## src/rtl/clock_pkg.sv

```systemverilog
// Shared definitions for the clock core display path.
//   - mode_e       : settings-mode codes driven by the mode controller
//   - IDX_*        : scan position of each display digit
//   - SEG_TABLE    : gfedcba patterns for BCD 0..9 (active-high segments)
//   - digit_onehot : scan index -> one-hot digit enable (bit3 = hour tens)
package clock_pkg;

  typedef enum logic [1:0] {
    MODE_NORMAL    = 2'b00,
    MODE_SET_ENTRY = 2'b01,
    MODE_SET_MIN   = 2'b10,
    MODE_SET_HOUR  = 2'b11
  } mode_e;

  localparam logic [1:0] IDX_HOUR_TENS  = 2'd0;
  localparam logic [1:0] IDX_HOUR_UNITS = 2'd1;
  localparam logic [1:0] IDX_MIN_TENS   = 2'd2;
  localparam logic [1:0] IDX_MIN_UNITS  = 2'd3;

  // Entry N holds the pattern for BCD digit N.
  localparam logic [0:9][6:0] SEG_TABLE = {
    7'h3F, 7'h06, 7'h5B, 7'h4F, 7'h66,
    7'h6D, 7'h7D, 7'h07, 7'h7F, 7'h6F
  };

  function automatic logic [3:0] digit_onehot(input logic [1:0] idx);
    return 4'b1000 >> idx;
  endfunction

endpackage

```

## src/rtl/display_scan_mux_if.sv

```systemverilog
// Bus between the clock core and the display scan multiplexer.
//   i_Hour_Tens/i_Hour_Units/i_Min_Tens/i_Min_Units : BCD time digits (HH:MM)
//   i_Mode        : settings-mode code (see clock_pkg::mode_e)
//   i_Edit_Pulse  : one-cycle pulse per accepted Up press
//   o_Segments    : bit7 = dot, bits6:0 = gfedcba, active-high
//   o_Digits      : one-hot digit enable, bit3 = hour tens .. bit0 = minute units
// master : the clock core side (drives time/mode, observes pins)
// slave  : the scan multiplexer
interface display_scan_mux_if;
  logic [3:0] i_Hour_Tens;
  logic [3:0] i_Hour_Units;
  logic [3:0] i_Min_Tens;
  logic [3:0] i_Min_Units;
  logic [1:0] i_Mode;
  logic       i_Edit_Pulse;
  logic [7:0] o_Segments;
  logic [3:0] o_Digits;

  modport master (
    output i_Hour_Tens, i_Hour_Units, i_Min_Tens, i_Min_Units, i_Mode, i_Edit_Pulse,
    input  o_Segments, o_Digits
  );

  modport slave (
    input  i_Hour_Tens, i_Hour_Units, i_Min_Tens, i_Min_Units, i_Mode, i_Edit_Pulse,
    output o_Segments, o_Digits
  );
endinterface

```

## src/rtl/seg7_encoder.sv

```systemverilog
// Combinational BCD to 7-segment encoder.
//   i_Bcd     : 4-bit digit value
//   o_Pattern : gfedcba pattern, active-high; codes A..F give all segments off
module seg7_encoder
  import clock_pkg::*;
(
  input  logic [3:0] i_Bcd,
  output logic [6:0] o_Pattern
);

  always_comb begin
    o_Pattern = 7'd0;
    if (i_Bcd <= 4'd9) o_Pattern = SEG_TABLE[i_Bcd];
  end

endmodule

```

## src/rtl/display_scan_mux.sv

```systemverilog
// Display scan multiplexer: time-multiplexes the four HH:MM digits onto one
// shared 7-segment bus and blinks the field currently being edited.
//   i_Clock : system clock
//   i_Reset : synchronous, active-high reset
//   bus     : display_scan_mux_if.slave (time digits, mode, edit pulse in;
//             o_Segments / o_Digits out, both registered)
// Parameters:
//   SCAN_DIV  : cycles each digit stays enabled (>= 2)
//   BLINK_DIV : cycles per blink half-period (>= 2)
// Optional build macro LEADING_ZERO_BLANK_EN: in normal mode a zero hour-tens
// digit is shown dark (digit enable still scans).
module display_scan_mux
  import clock_pkg::*;
#(
  parameter int SCAN_DIV  = 32,
  parameter int BLINK_DIV = 16384
) (
  input  logic              i_Clock,
  input  logic              i_Reset,
  display_scan_mux_if.slave bus
);

  localparam int SCAN_W  = $clog2(SCAN_DIV);
  localparam int BLINK_W = $clog2(BLINK_DIV);

  logic [SCAN_W-1:0]  scan_cnt_q,  scan_cnt_d;
  logic [1:0]         idx_q,       idx_d;
  logic [BLINK_W-1:0] blink_cnt_q, blink_cnt_d;
  logic               blink_on_q,  blink_on_d;
  logic [1:0]         mode_prev_q, mode_prev_d;
  logic [7:0]         seg_q,       seg_d;
  logic [3:0]         dig_q,       dig_d;

  logic [3:0] digit_sel;
  logic [6:0] pattern;
  logic       in_blank_set;
  logic       lz_blank;
  logic       blink_restart;

  seg7_encoder u_enc (
    .i_Bcd     (digit_sel),
    .o_Pattern (pattern)
  );

  always_comb begin
    // Scan position
    scan_cnt_d = scan_cnt_q + 1'b1;
    idx_d      = idx_q;
    if (scan_cnt_q == SCAN_W'(SCAN_DIV - 1)) begin
      scan_cnt_d = '0;
      idx_d      = idx_q + 2'd1;
    end

    // Any edit or mode change restarts the blink in the visible phase so the
    // user immediately sees the field they just touched.
    blink_restart = bus.i_Edit_Pulse || (bus.i_Mode != mode_prev_q);
    blink_cnt_d   = blink_cnt_q + 1'b1;
    blink_on_d    = blink_on_q;
    if (blink_restart) begin
      blink_cnt_d = '0;
      blink_on_d  = 1'b1;
    end else if (blink_cnt_q == BLINK_W'(BLINK_DIV - 1)) begin
      blink_cnt_d = '0;
      blink_on_d  = ~blink_on_q;
    end
    mode_prev_d = bus.i_Mode;

    // Digit selection
    case (idx_q)
      IDX_HOUR_TENS:  digit_sel = bus.i_Hour_Tens;
      IDX_HOUR_UNITS: digit_sel = bus.i_Hour_Units;
      IDX_MIN_TENS:   digit_sel = bus.i_Min_Tens;
      default:        digit_sel = bus.i_Min_Units;
    endcase

    case (bus.i_Mode)
      MODE_NORMAL:    in_blank_set = 1'b0;
      MODE_SET_ENTRY: in_blank_set = 1'b1;
      MODE_SET_MIN:   in_blank_set = (idx_q == IDX_MIN_TENS) || (idx_q == IDX_MIN_UNITS);
      default:        in_blank_set = (idx_q == IDX_HOUR_TENS) || (idx_q == IDX_HOUR_UNITS);
    endcase

`ifdef LEADING_ZERO_BLANK_EN
    lz_blank = (bus.i_Mode == MODE_NORMAL) && (idx_q == IDX_HOUR_TENS) &&
               (bus.i_Hour_Tens == 4'd0);
`else
    lz_blank = 1'b0;
`endif

    // The dot separates HH from MM and stays lit even while blanked.
    seg_d = {idx_q == IDX_HOUR_UNITS,
             ((!blink_on_q && in_blank_set) || lz_blank) ? 7'd0 : pattern};
    dig_d = digit_onehot(idx_q);
  end

  always_ff @(posedge i_Clock) begin
    if (i_Reset) begin
      scan_cnt_q  <= '0;
      idx_q       <= 2'd0;
      blink_cnt_q <= '0;
      blink_on_q  <= 1'b1;
      mode_prev_q <= 2'd0;
      seg_q       <= 8'h00;
      dig_q       <= 4'b0000;
    end else begin
      scan_cnt_q  <= scan_cnt_d;
      idx_q       <= idx_d;
      blink_cnt_q <= blink_cnt_d;
      blink_on_q  <= blink_on_d;
      mode_prev_q <= mode_prev_d;
      seg_q       <= seg_d;
      dig_q       <= dig_d;
    end
  end

  assign bus.o_Segments = seg_q;
  assign bus.o_Digits   = dig_q;

endmodule

```

## src/flat_wrapper.sv

```systemverilog
// flat-port wrapper written by rule: the top's interface ports become plain ports
module display_scan_mux_flat import clock_pkg::*;
#(
  parameter int SCAN_DIV  = 32,
  parameter int BLINK_DIV = 16384
)
  (i_Clock, i_Reset, bus_i_Hour_Tens, bus_i_Hour_Units, bus_i_Min_Tens, bus_i_Min_Units, bus_i_Mode, bus_i_Edit_Pulse, bus_o_Segments, bus_o_Digits);
  display_scan_mux_if bus_i ();
  input  logic i_Clock;
  input  logic i_Reset;
  input wire logic [$bits(bus_i.i_Hour_Tens)-1:0] bus_i_Hour_Tens;
  input wire logic [$bits(bus_i.i_Hour_Units)-1:0] bus_i_Hour_Units;
  input wire logic [$bits(bus_i.i_Min_Tens)-1:0] bus_i_Min_Tens;
  input wire logic [$bits(bus_i.i_Min_Units)-1:0] bus_i_Min_Units;
  input wire logic [$bits(bus_i.i_Mode)-1:0] bus_i_Mode;
  input wire logic [$bits(bus_i.i_Edit_Pulse)-1:0] bus_i_Edit_Pulse;
  output wire logic [$bits(bus_i.o_Segments)-1:0] bus_o_Segments;
  output wire logic [$bits(bus_i.o_Digits)-1:0] bus_o_Digits;
  assign bus_i.i_Hour_Tens = bus_i_Hour_Tens;
  assign bus_i.i_Hour_Units = bus_i_Hour_Units;
  assign bus_i.i_Min_Tens = bus_i_Min_Tens;
  assign bus_i.i_Min_Units = bus_i_Min_Units;
  assign bus_i.i_Mode = bus_i_Mode;
  assign bus_i.i_Edit_Pulse = bus_i_Edit_Pulse;
  assign bus_o_Segments = bus_i.o_Segments;
  assign bus_o_Digits = bus_i.o_Digits;
  display_scan_mux #(.SCAN_DIV(SCAN_DIV), .BLINK_DIV(BLINK_DIV)) u_core (.i_Clock(i_Clock), .i_Reset(i_Reset), .bus(bus_i));
endmodule
```

## config.mk

```make
export PLATFORM = sky130hd
export DESIGN_NAME = display_scan_mux_flat
export DESIGN_NICKNAME = d
export VERILOG_FILES = /design/src/rtl/clock_pkg.sv /design/src/rtl/display_scan_mux_if.sv /design/src/rtl/seg7_encoder.sv /design/src/rtl/display_scan_mux.sv /design/src/flat_wrapper.sv
export SDC_FILE = /design/constraint.sdc
export NUM_CORES = 1
export LEC_CHECK = 0
export BUFFER_PORTS_ARGS = -buffer_cell sky130_fd_sc_hd__buf_2
export CAP_MARGIN = 5
export CORE_MARGIN = 10
export CORE_UTILIZATION = 55
export DETAILED_ROUTE_END_ITERATION = 10
export GPL_ROUTABILITY_DRIVEN = 0
export PLACE_DENSITY = 0.84
export SYNTH_ARGS = -nofsm -noshare
export SYNTH_HDL_FRONTEND = slang
export SYNTH_SLANG_ARGS = --single-unit
```

## constraint.sdc

```tcl
create_clock -name i_Clock -period 5.6 [get_ports i_Clock]
set_input_delay 0.28 -clock i_Clock [delete_from_list [all_inputs] [get_ports i_Clock]]
set_output_delay 0.28 -clock i_Clock [all_outputs]
set_load 0.05 [all_outputs]
```

==> results of run 1 <==
flip-flops by register name (all words and copies together) (netlist names):
name,count
u_core.bus.o_Segments,8
u_core.scan_cnt_q,5
u_core.mode_prev_q,2
u_core.blink_cnt_q,14
u_core.bus.o_Digits,4
u_core.idx_q,2
u_core.blink_on_q,1
layout make-up:
type                            count  area share [%]
Tap cell                           31            2.14
Multi-Input combinational cell    121            44.6
Clock buffer                        6            2.28
Timing Repair Buffer               32            8.84
Sequential cell                    36            39.8
Inverter                           10            2.07
Clock inverter                      1           0.276
logic make-up after synthesis:
| group | after synthesis | synth area share [%] |
|---|---|---|
| AOI/OAI and AO/OA | 17 | 7.56 |
| and+or+nand+nor | 72 | 22.5 |
| muxes | 5 | 3.63 |
| xor gates and xnor gates | 17 | 9.38 |
| buffers and inverters | 15 | 3.70 |
| adders and majority gates | 10 | 7.88 |
| DFF | 36 | 45.4 |
per-layer routing:
metal  share of wire (%)  track usage (%)  vias up
met5                   0                0        -
met4                 1.3             5.59        0
met3                 8.2             7.27        6
met2                  48             20.9       32
met1                  43             13.8      574
li1                    -                -      656
critical path, cell delays in order, from the launching register on:
cell      delay, ps
dfxtp_1         450
inv_1           120
ha_1            270
a222oi_1        420
mux2i_2         210
ha_1            310
o211ai_2        270
nor3_1           90
how the worst max path moves through the flow:
| stage | to | slack (ps) | cells after the start |
|---|---|---|---|
| 2_1_floorplan | u_core.bus.o_Segments[3] | 3590 | 6 |
| 3_3_place_gp | u_core.bus.o_Segments[3] | 3510 | 6 |
| 3_5_place_dp | u_core.bus.o_Segments[3] | 3360 | 6 |
| 4_1_cts | u_core.bus.o_Segments[3] | 3340 | 6 |
| 5_1_grt | u_core.bus.o_Segments[5] | 3130 | 7 |
| 6_report | u_core.bus.o_Segments[4] | 3330 | 7 |
placed cells by master (no fill, tap or decap):
cell type and instances:
clkinv_2 1, mux2i_2 2, and4_1 1, a222oi_1 4, a211oi_1 1, or2_1 1
nand2_1 7, nor4_1 1, or4_1 1, nor2_1 27, a21oi_1 5, nor2b_1 2
o311a_1 1, nand4_1 3, o21ai_1 1, dfxtp_1 36, nand3_1 9, nor3b_1 2
buf_2 32, and3_1 2, o21ai_0 4, o211ai_2 1, nor4bb_1 1, or2_2 1
or3_1 1, and2_1 1, clkbuf_4 5, ha_1 10, and4b_1 1, xnor2_1 6
xor2_1 11, nor3_1 9, clkbuf_1 1, mux2i_1 3, inv_1 10, nand2b_1 2
power by group:
part | internal [µW] | switching (µW)
registers | 263 | 2.60
logic | 17.9 | 34.8
clock network | 46.2 | 78.8
through the flow:
stage          instance area [µm²]  hold WS, ps  setup slack (ps)  power, µW  cells
4_1_cts                       1810          183              3340        445    237
5_1_grt                       1810          191              3130        463    237
3_5_place_dp                  1770          446              3360        324    230
6_report                      1810          194              3330        443    237
3_3_place_gp                  1770          440              3510        322    230
2_1_floorplan                 1590          399              3590        308    172
==> results by group, run 1 <==
Worst hold path
  • Hold crit path type: in2reg
  • WHS Path Cells: 3
  • Hold endpoint: u_core.blink_on_q
  • Worst Hold Launch: bus_i_Edit_Pulse

Final layout
  • Share of post-route cells with drive strength above 1: 20.4%
  • Area grow syn2layout: 14.1%
  • Final net count: 237
  • # diodes: 0
  • FF/Latch Area: 721 µm²
  • Multi-input logic area: 808 µm²
  • Final Util: 65.7%
  • Total of fill cells in the finished design: 225

GRT
  • Vias in the first global route: 1,309
  • Initial antenna violation count: 0
  • GRT Total Usage: 13.1%
  • Total congestion overflow: 0
  • Largest net degree at the start of global routing: 18
  • First-pass GRT wire length: 5.62 mm

Die
  • Row cnt: 19
  • Initial Utilization: 57.6%
  • DIE AREA: 5440 µm²
  • Core Region: 2760 µm²
  • IO Count: 33
  • Chip Width: 73.7 µm
  • Chip height: 73.7 µm

Placement
  • Detailed placement HPWL: 2.63 mm
  • Port-buffer cells: 32

Drt
  • Via density: 5.35
  • DR pass1 iterations: 4
  • Initial DRC count: 45
  • Post-DRT Antenna Nets: 0
  • Drt wl/cell: 14.1 µm
  • Residual DRC: 0
  • Drt total wl: 3.35 mm
  • Via count: 1,268

Run status
  • Status: finished, final reports clean

Clock network
  • Max Buffers Root-to-Sink: 2
  • Reg clk slew, reported paths: 100 ps
  • Setup Buffers After CTS: 0
  • CTS resizes: 0
  • CTS sink count: 36
  • CTS Hold Bufs: 0
  • Inserted Clock Buffers: 5
  • Worst-skew pair later-pin latency: 330 ps
  • CTS tree: built
  • Clock Root Buffer: clkbuf_4
  • H-tree Lvls: 2

STA
  • Min cycle time layout: 2270 ps
  • Max-slew violation count: 0
  • RSZ-0062 raised after global routing: no
  • Setup Viol. Count Final: 0
  • Worst-Margin Slew: 576 ps
  • F_max: 441 MHz
  • Relative slew slack: 60.5%
  • Clock skew: 2.00 ps
  • Tcrit/Tclk final: 40.5%
  • Setup TNS: 0 ps
  • Final hold vios: 0

Synthesis
  • Count leader, synth: dfxtp_1
  • Post-synth top area share: 45.4%
  • Syn Area/Cell: 9.23 µm²
  • Yosys top cell by area: dfxtp_1
  • Post-synthesis sequential area ratio: 45.4%
  • Syn nets: 203
  • Ys async rst share: 0%
  • Post-synth top flop: dfxtp_1
  • Mapped Area: 1590 µm²
  • Synthesis-stage register bit count: 36
  • Synth warn: 0
  • Most frequent cells after synthesis: 36 x dfxtp_1, 27 x nor2_1, 11 x xor2_1, 10 x ha_1, 10 x inv_1
  • Area contributors post-synth: dfxtp_1 45%, ha_1 7.9%, nor2_1 6.4%
  • Mapped Cells: 172
  • Post-synth EDFFs: 0
  • Synth unique cells: 34

Power
  • Leakage: 0.000764 µW
  • PD cells: 245 nW/µm²
  • Peak VDD IR: 0.000256 V

Worst setup path
  • Crit path required time: 5810 ps
  • Reg2Reg Setup Slack: 3330 ps
  • Worst R2R Start: u_core.idx_q[0]
  • CP endpoint kind: flop
  • Maximum fanout along the worst path: 7
  • Beginning of the critical path: u_core.idx_q[0]
  • Reg2reg path depth: 7
  • Startpoint types: flop
  • R2r endpoint: u_core.bus.o_Segments[4]
  • WP data arrival: 2480 ps
  • Setup CP Type: reg2reg

Flow run
  • Max-Cap Viols: 0
No activity file was read; power rests on OpenSTA's default activity.
==> inputs of run 2 (changes only) <==
Settings changed: ABC_AREA set to 1, CORE_UTILIZATION 55 to 48, PLACE_DENSITY 0.84 to 0.78.
Clock period 5.6 ns to 1.95 ns, I/O delays scaled along.
==> run 2 against run 1 <==
Effect of this change:
- wire length shrank 1.9%
- non-clock buffer count is 1 higher
- global-route usage shrank 2.0 points
- sequential cell count stayed put
- area after synthesis increased by 5.8%
- count of clock-buffer cells in the layout down 1
- synthesized cell count increased by 31%
- first-iteration DRC count shrank 11%
- core utilization decreased by 7.0 points
- highest routed layer unchanged
==> results by group, run 2 <==
Synthesis
  • Post-synth top area share: 42.9% (-2.5 points)
  • Mapped Cells: 226 (+31%)
  • Most frequent cells after synthesis: 50 x nand2_1, 43 x nor2_1, 36 x dfxtp_1, 27 x inv_1, 11 x a21oi_1
  • Syn Area/Cell: 7.44 µm² (-19%)
  • Syn nets: 257 (+27%)
  • Synth unique cells: 27 (-21%)
  • Post-synthesis sequential area ratio: 42.9% (-2.5 points)
  • Area contributors post-synth: dfxtp_1 43%, nand2_1 11%, nor2_1 9.6%
  • Count leader, synth: nand2_1
  • Ys async rst share: 0% (unchanged)
  • Synth warn: 0 (unchanged)
  • Post-synth EDFFs: 0 (unchanged)
  • Mapped Area: 1680 µm² (+5.8%)
  • Yosys top cell by area: dfxtp_1
  • Synthesis-stage register bit count: 36 (unchanged)
  • Post-synth top flop: dfxtp_1

Drt
  • DR pass1 iterations: 4 (unchanged)
  • Residual DRC: 0 (unchanged)
  • Post-DRT Antenna Nets: 0 (unchanged)
  • Initial DRC count: 40 (-11%)
  • Drt total wl: 3.29 mm (-1.9%)
  • Via count: 1,420 (+12%)
  • Drt wl/cell: 10.6 µm (-25%)
  • Via density: 4.58 (-14%)

STA
  • Final hold vios: 0 (unchanged)
  • Max-slew violation count: 0 (unchanged)
  • Clock skew: 6.15 ps (+4.15 ps)
  • Worst-Margin Slew: 439 ps (-137 ps)
  • Tcrit/Tclk final: 89.8% (+49 points)
  • Relative slew slack: 70.8% (+10 points)
  • Min cycle time layout: 1750 ps (-518 ps)
  • Setup Viol. Count Final: 0 (unchanged)
  • F_max: 571 MHz (+30%)
  • Setup WS post-layout: 200 ps (-3130 ps)
  • RSZ-0062 raised after global routing: no
  • Setup TNS: 0 ps (unchanged)
  • WHS: 13.4 ps (-180 ps)

Clock network
  • Inserted Clock Buffers: 5 (unchanged)
  • CTS sink count: 36 (unchanged)
  • Reg clk slew, reported paths: 110 ps (about the same)
  • Setup Buffers After CTS: 0 (unchanged)
  • H-tree Lvls: 2 (unchanged)
  • Max Buffers Root-to-Sink: 2 (unchanged)
  • Worst-skew pair later-pin latency: 340 ps (about the same)
  • CTS tree: built
  • Clock Root Buffer: clkbuf_4

Placement
  • Place WS: 55.6 ps (-3300 ps)
  • Port-buffer cells: 32 (unchanged)
  • Detailed placement HPWL: 2.56 mm (-2.5%)
  • Placed cell areas: 1880 µm² (+6.7%)

Power
  • PD cells: 650 nW/µm² (+170%)
  • Peak VDD IR: 0.000340 V (+33%)
  • Leakage: 0.000927 µW (+21%)

Die
  • Chip Width: 79.2 µm (+7.4%)
  • Chip height: 79.2 µm (+7.4%)
  • Initial Utilization: 50.0% (-7.6 points)
  • Core Region: 3360 µm² (+22%)
  • DIE AREA: 6270 µm² (+15%)
  • IO Count: 33 (unchanged)
  • Row cnt: 21 (+2)

GRT
  • Largest net degree at the start of global routing: 14 (-4)
  • GRT Total Usage: 11.1% (-2.0 points)
  • Vias in the first global route: 1,404 (+7.3%)
  • Total congestion overflow: 0 (unchanged)
  • Initial antenna violation count: 0 (unchanged)
  • First-pass GRT wire length: 5.66 mm (+0.73%)

Flow run
  • Max-Cap Viols: 0 (unchanged)

Worst hold path
  • Hold crit path type: in2reg

Final layout
  • Biggest register: u_core.blink_cnt_q
  • FF/Latch Area: 723 µm² (+0.35%)
  • Max reg flops: 14 (unchanged)
  • Multi-input logic area: 867 µm² (+7.3%)
  • Finished layout cell area: 1970 µm² (+8.9%)
  • Total of fill cells in the finished design: 353 (+57%)
  • Share of post-route cells with drive strength above 1: 22.3% (+2.0 points)
  • Final Util: 58.7% (-7.0 points)
  • # diodes: 0 (unchanged)
  • Final net count: 295 (+24%)
  • Most frequent cells in the layout: 50 x nand2_1, 43 x nor2_1, 34 x dfxtp_1
  • Area grow syn2layout: 17.4%
  • Commonest non-fill, non-tap cell in the layout: nand2_1

Worst setup path
  • Startpoint types: flop
  • WP data arrival: 2030 ps (-450 ps)
  • Maximum fanout along the worst path: 7 (unchanged)
  • Setup CP Type: reg2reg
  • Crit path required time: 2230 ps (-3580 ps)
  • CP endpoint kind: flop

Run status
  • Status: finished, final reports clean
run 2: what timing repair did:
action,4_1_cts,5_1_grt
setup endpoints to repair,0,7
resized for setup,0,9
hold endpoints to repair,1,0
hold buffers,1,0
run 2: power breakdown:
group          internal (µW)  switching, µW  leakage [µW]
registers                754           6.89      0.000294
clock network            131            242     0.0000271
logic                   48.5            100      0.000605
run 2: cell type report:
| cell class | instances | share of cell area [%] |
|---|---|---|
| multi-input combinational | 160 | 43.9 |
| sequential | 36 | 36.7 |
| timing repair buffer | 33 | 8.62 |
| inverter | 28 | 5.33 |
| tap | 46 | 2.92 |
| clock buffer | 5 | 1.90 |
| clock inverter | 2 | 0.634 |
run 2: routing by layer:
metal  vias to the layer above  wire length [µm]  track usage, %
met3                         8               168            4.28
met2                        31              1560            18.9
li1                        774                 -               -
met4                         0                70            6.99
met5                         -                 0               0
met1                       607              1480            11.2
run 2: worst max-delay path, cell delays in order, from the launching register on:
cell and delay, ps:
dfxtp_2 410, inv_2 100, ha_2 230, nand2_1 60, nand2_1 70, o21ai_2 190
ha_1 190, inv_1 60, nand2_1 60, nand2_1 40, nand2_1 60, nand2_2 90
nor2_1 110
run 2: metrics by stage:
step,std cells,total power (µW)
global route,310,1350
global placement,302,925
detailed placement,302,926
finish,310,1280
floorplan,226,881
CTS,310,1300
run 2: final timing paths:
check | endpoint | startpoint | slack (ps) | cells after the start
min reg2reg | u_core.scan_cnt_q[0] | u_core.scan_cnt_q[0] | 450 | 1
min | u_core.mode_prev_q[0] | bus_i_Mode[0] | 10 | 3
max | u_core.bus.o_Segments[2] | u_core.idx_q[0] | 200 | 12
max reg2reg | u_core.bus.o_Segments[2] | u_core.idx_q[0] | 200 | 12
run 2: logic make-up (layout without fill, tap and decap cells):
group	after synthesis	after routing	share of synthesized area (%)
AO/OA/AOI/OAI	21	21	6.78
XOR/XNOR	7	7	3.65
adder cells (fa/ha/maj)	10	10	7.45
buffers and inverters	30	68	7.15
flip-flops	36	36	42.9
AND/OR/NAND/NOR	122	122	32.1
==> inputs of run 3 (changes only) <==
Settings changed: PLACE_DENSITY 0.78 to 0.77.
==> run 3 against run 2 <==
Effect of this change:
- non-clock buffer count rose by 1
- critical path depth down 1
- wire length up 0.43%
- die area unchanged
- combinational power is essentially flat
- clock skew is 2.3 ps lower
- critical path type unchanged
==> results by group, run 3 (synthesized netlist as in run 2, its figures left out) <==
Run status
  • Status: finished, final reports clean

STA
  • Tcrit/Tclk final: 88.9% (-0.86 points)
  • Relative slew slack: 71.8% (+0.99 points)
  • F_max: 577 MHz (+0.97%)
  • Setup TNS: 0 ps (unchanged)
  • Clock skew: 3.90 ps (-2.25 ps)
  • Max-slew violation count: 0 (unchanged)
  • Final hold vios: 0 (unchanged)
  • Worst-Margin Slew: 424 ps (-14.9 ps)
  • Setup WS post-layout: 216 ps (+16.8 ps)
  • Setup Viol. Count Final: 0 (unchanged)
  • RSZ-0062 raised after global routing: no
  • Min cycle time layout: 1730 ps (-16.8 ps)

GRT
  • Vias in the first global route: 1,372 (-2.3%)
  • Total congestion overflow: 0 (unchanged)
  • GRT Total Usage: 11.1% (+0.023 points)
  • Initial antenna violation count: 0 (unchanged)
  • First-pass GRT wire length: 5.72 mm (+0.99%)
  • Largest net degree at the start of global routing: 14 (unchanged)

Die
  • IO Count: 33 (unchanged)
  • Chip Width: 79.2 µm (unchanged)
  • Chip height: 79.2 µm (unchanged)
  • DIE AREA: 6270 µm² (unchanged)
  • Row cnt: 21 (unchanged)
  • Initial Utilization: 50.0% (unchanged)
  • Core Region: 3360 µm² (unchanged)

Worst setup path
  • Worst R2R Start: u_core.idx_q[0]
  • Reg2Reg Setup Slack: 220 ps (+20 ps)
  • Maximum fanout along the worst path: 7 (unchanged)
  • Setup CP Type: reg2reg
  • Reg2reg path depth: 11 (-1)
  • Crit path required time: 2190 ps (-40 ps)
  • Startpoint types: flop
  • R2r endpoint: u_core.bus.o_Segments[5]
  • WP data arrival: 1970 ps (-60 ps)
  • CP endpoint kind: flop

Drt
  • Drt wl/cell: 10.6 µm (-0.22%)
  • Initial DRC count: 88 (+120%)
  • Drt total wl: 3.30 mm (+0.43%)
  • Residual DRC: 0 (unchanged)
  • DR pass1 iterations: 4 (unchanged)
  • Post-DRT Antenna Nets: 0 (unchanged)
  • Via density: 4.51 (-1.6%)
  • Via count: 1,407 (-0.92%)

Final layout
  • Total of fill cells in the finished design: 331 (-6.2%)
  • # diodes: 0 (unchanged)
  • Area grow syn2layout: 20.3%
  • Final net count: 296 (+0.34%)
  • Layout Cells excl Fill: 312 (+0.65%)
  • Biggest register: u_core.blink_cnt_q
  • Final Util: 60.1% (+1.5 points)
  • Commonest non-fill, non-tap cell in the layout: nand2_1
  • Multi-input logic area: 861 µm² (-0.72%)
  • Share of post-route cells with drive strength above 1: 22.9% (+0.58 points)
  • Max reg flops: 14 (unchanged)
  • FF/Latch Area: 723 µm² (unchanged)
  • Most frequent cells in the layout: 50 x nand2_1, 43 x nor2_1, 34 x dfxtp_1

Placement
  • Place WS: 48.3 ps (-7.31 ps)
  • Number of cells after detailed placement: 302 (unchanged)
  • Port-buffer cells: 32 (unchanged)
  • Detailed placement HPWL: 2.51 mm (-2.2%)

Clock network
  • CTS sink count: 36 (unchanged)
  • H-tree Lvls: 2 (unchanged)
  • Reg clk slew, reported paths: 100 ps (about the same)
  • Max Buffers Root-to-Sink: 2 (unchanged)
  • Clock Root Buffer: clkbuf_4
  • CTS tree: built
  • Inserted Clock Buffers: 5 (unchanged)
  • Setup Buffers After CTS: 0 (unchanged)
  • Worst-skew pair later-pin latency: 340 ps (about the same)

Power
  • Comb pwr share: 10.1% (-1.5 points)
  • Internal: 1140 µW (+23%)
  • Clock Power Share: 39.0% (+9.9 points)
  • Switching Power: 351 µW (+0.49%)
  • PD cells: 740 nW/µm² (+14%)
  • Reg power frac: 50.9% (-8.4 points)
  • Switching share of power: 23.5% (-3.7 points)
  • Peak VDD IR: 0.000514 V (+51%)
  • Leakage: 0.000954 µW (+2.9%)
  • Total chip power: 1500 µW (+17%)

Worst hold path
  • Hold endpoint: u_core.mode_prev_q[1]
  • Hold crit path type: in2reg
  • Worst Hold Launch: bus_i_Mode[1]
  • WHS Path Cells: 3 (unchanged)

Flow run
  • Max-Cap Viols: 0 (unchanged)
==> run 3: worst max-delay path by stage <==
stage	startpoint	slack, ps	end
final	u_core.idx_q[0]	220	u_core.bus.o_Segments[5]
after global routing	u_core.idx_q[1]	10	u_core.bus.o_Segments[5]
after CTS	u_core.idx_q[0]	40	u_core.bus.o_Segments[5]
after detailed placement	u_core.idx_q[0]	50	u_core.bus.o_Segments[5]
after global placement	u_core.idx_q[0]	120	u_core.bus.o_Segments[1]
after floorplan	u_core.idx_q[0]	290	u_core.bus.o_Segments[4]
==> run 3: critical path, stage by stage, from the launching register on <==
cell and delay, ps:
dfxtp_2 390, inv_2 90, ha_2 220, a21oi_1 210, a21oi_2 100, ha_1 200
inv_1 80, nand2_1 60, nand2_1 50, nand2_1 50, nand2_2 120, nor2_1 60
==> run 3: repair_timing <==
item / in CTS / in global routing
hold buffers: 2 / 0
endpoints found under the setup margin: 0 / 7
gates resized for setup: 0 / 9
hold endpoints to repair: 2 / 0
==> run 3: power groups by stage <==
stage	logic [µW]	clock network (µW)	registers, µW
2_1_floorplan	63.3	0	818
3_3_place_gp	146	0	778
3_5_place_dp	147	0	778
4_1_cts	151	600	762
5_1_grt	169	631	764
6_report	151	583	762
==> run 3: final cells by class <==
class	instances	share of cell area (%)
clock inverter	1	1.49
clock buffer	7	3.22
timing repair buffer	34	8.91
sequential	36	35.8
tap	46	2.85
multi-input combinational	160	42.6
inverter	28	5.20
==> run 3: layer usage <==
| layer | track usage [%] | up-vias | share of wire [%] |
|---|---|---|---|
| met5 | 0 | - | 0 |
| met4 | 5.02 | 0 | 1.2 |
| met3 | 4.95 | 5 | 7.3 |
| met2 | 17.3 | 33 | 43 |
| li1 | - | 782 | - |
| met1 | 12.9 | 587 | 48 |
==> run 3: through the flow <==
stage | instance area (µm²) | hold slack, ps
final | 2020 | 29.6
after global routing | 2020 | 23.7
after CTS | 2000 | 12.3
after detailed placement | 1880 | 352
after global placement | 1880 | 348
after floorplan | 1680 | 220
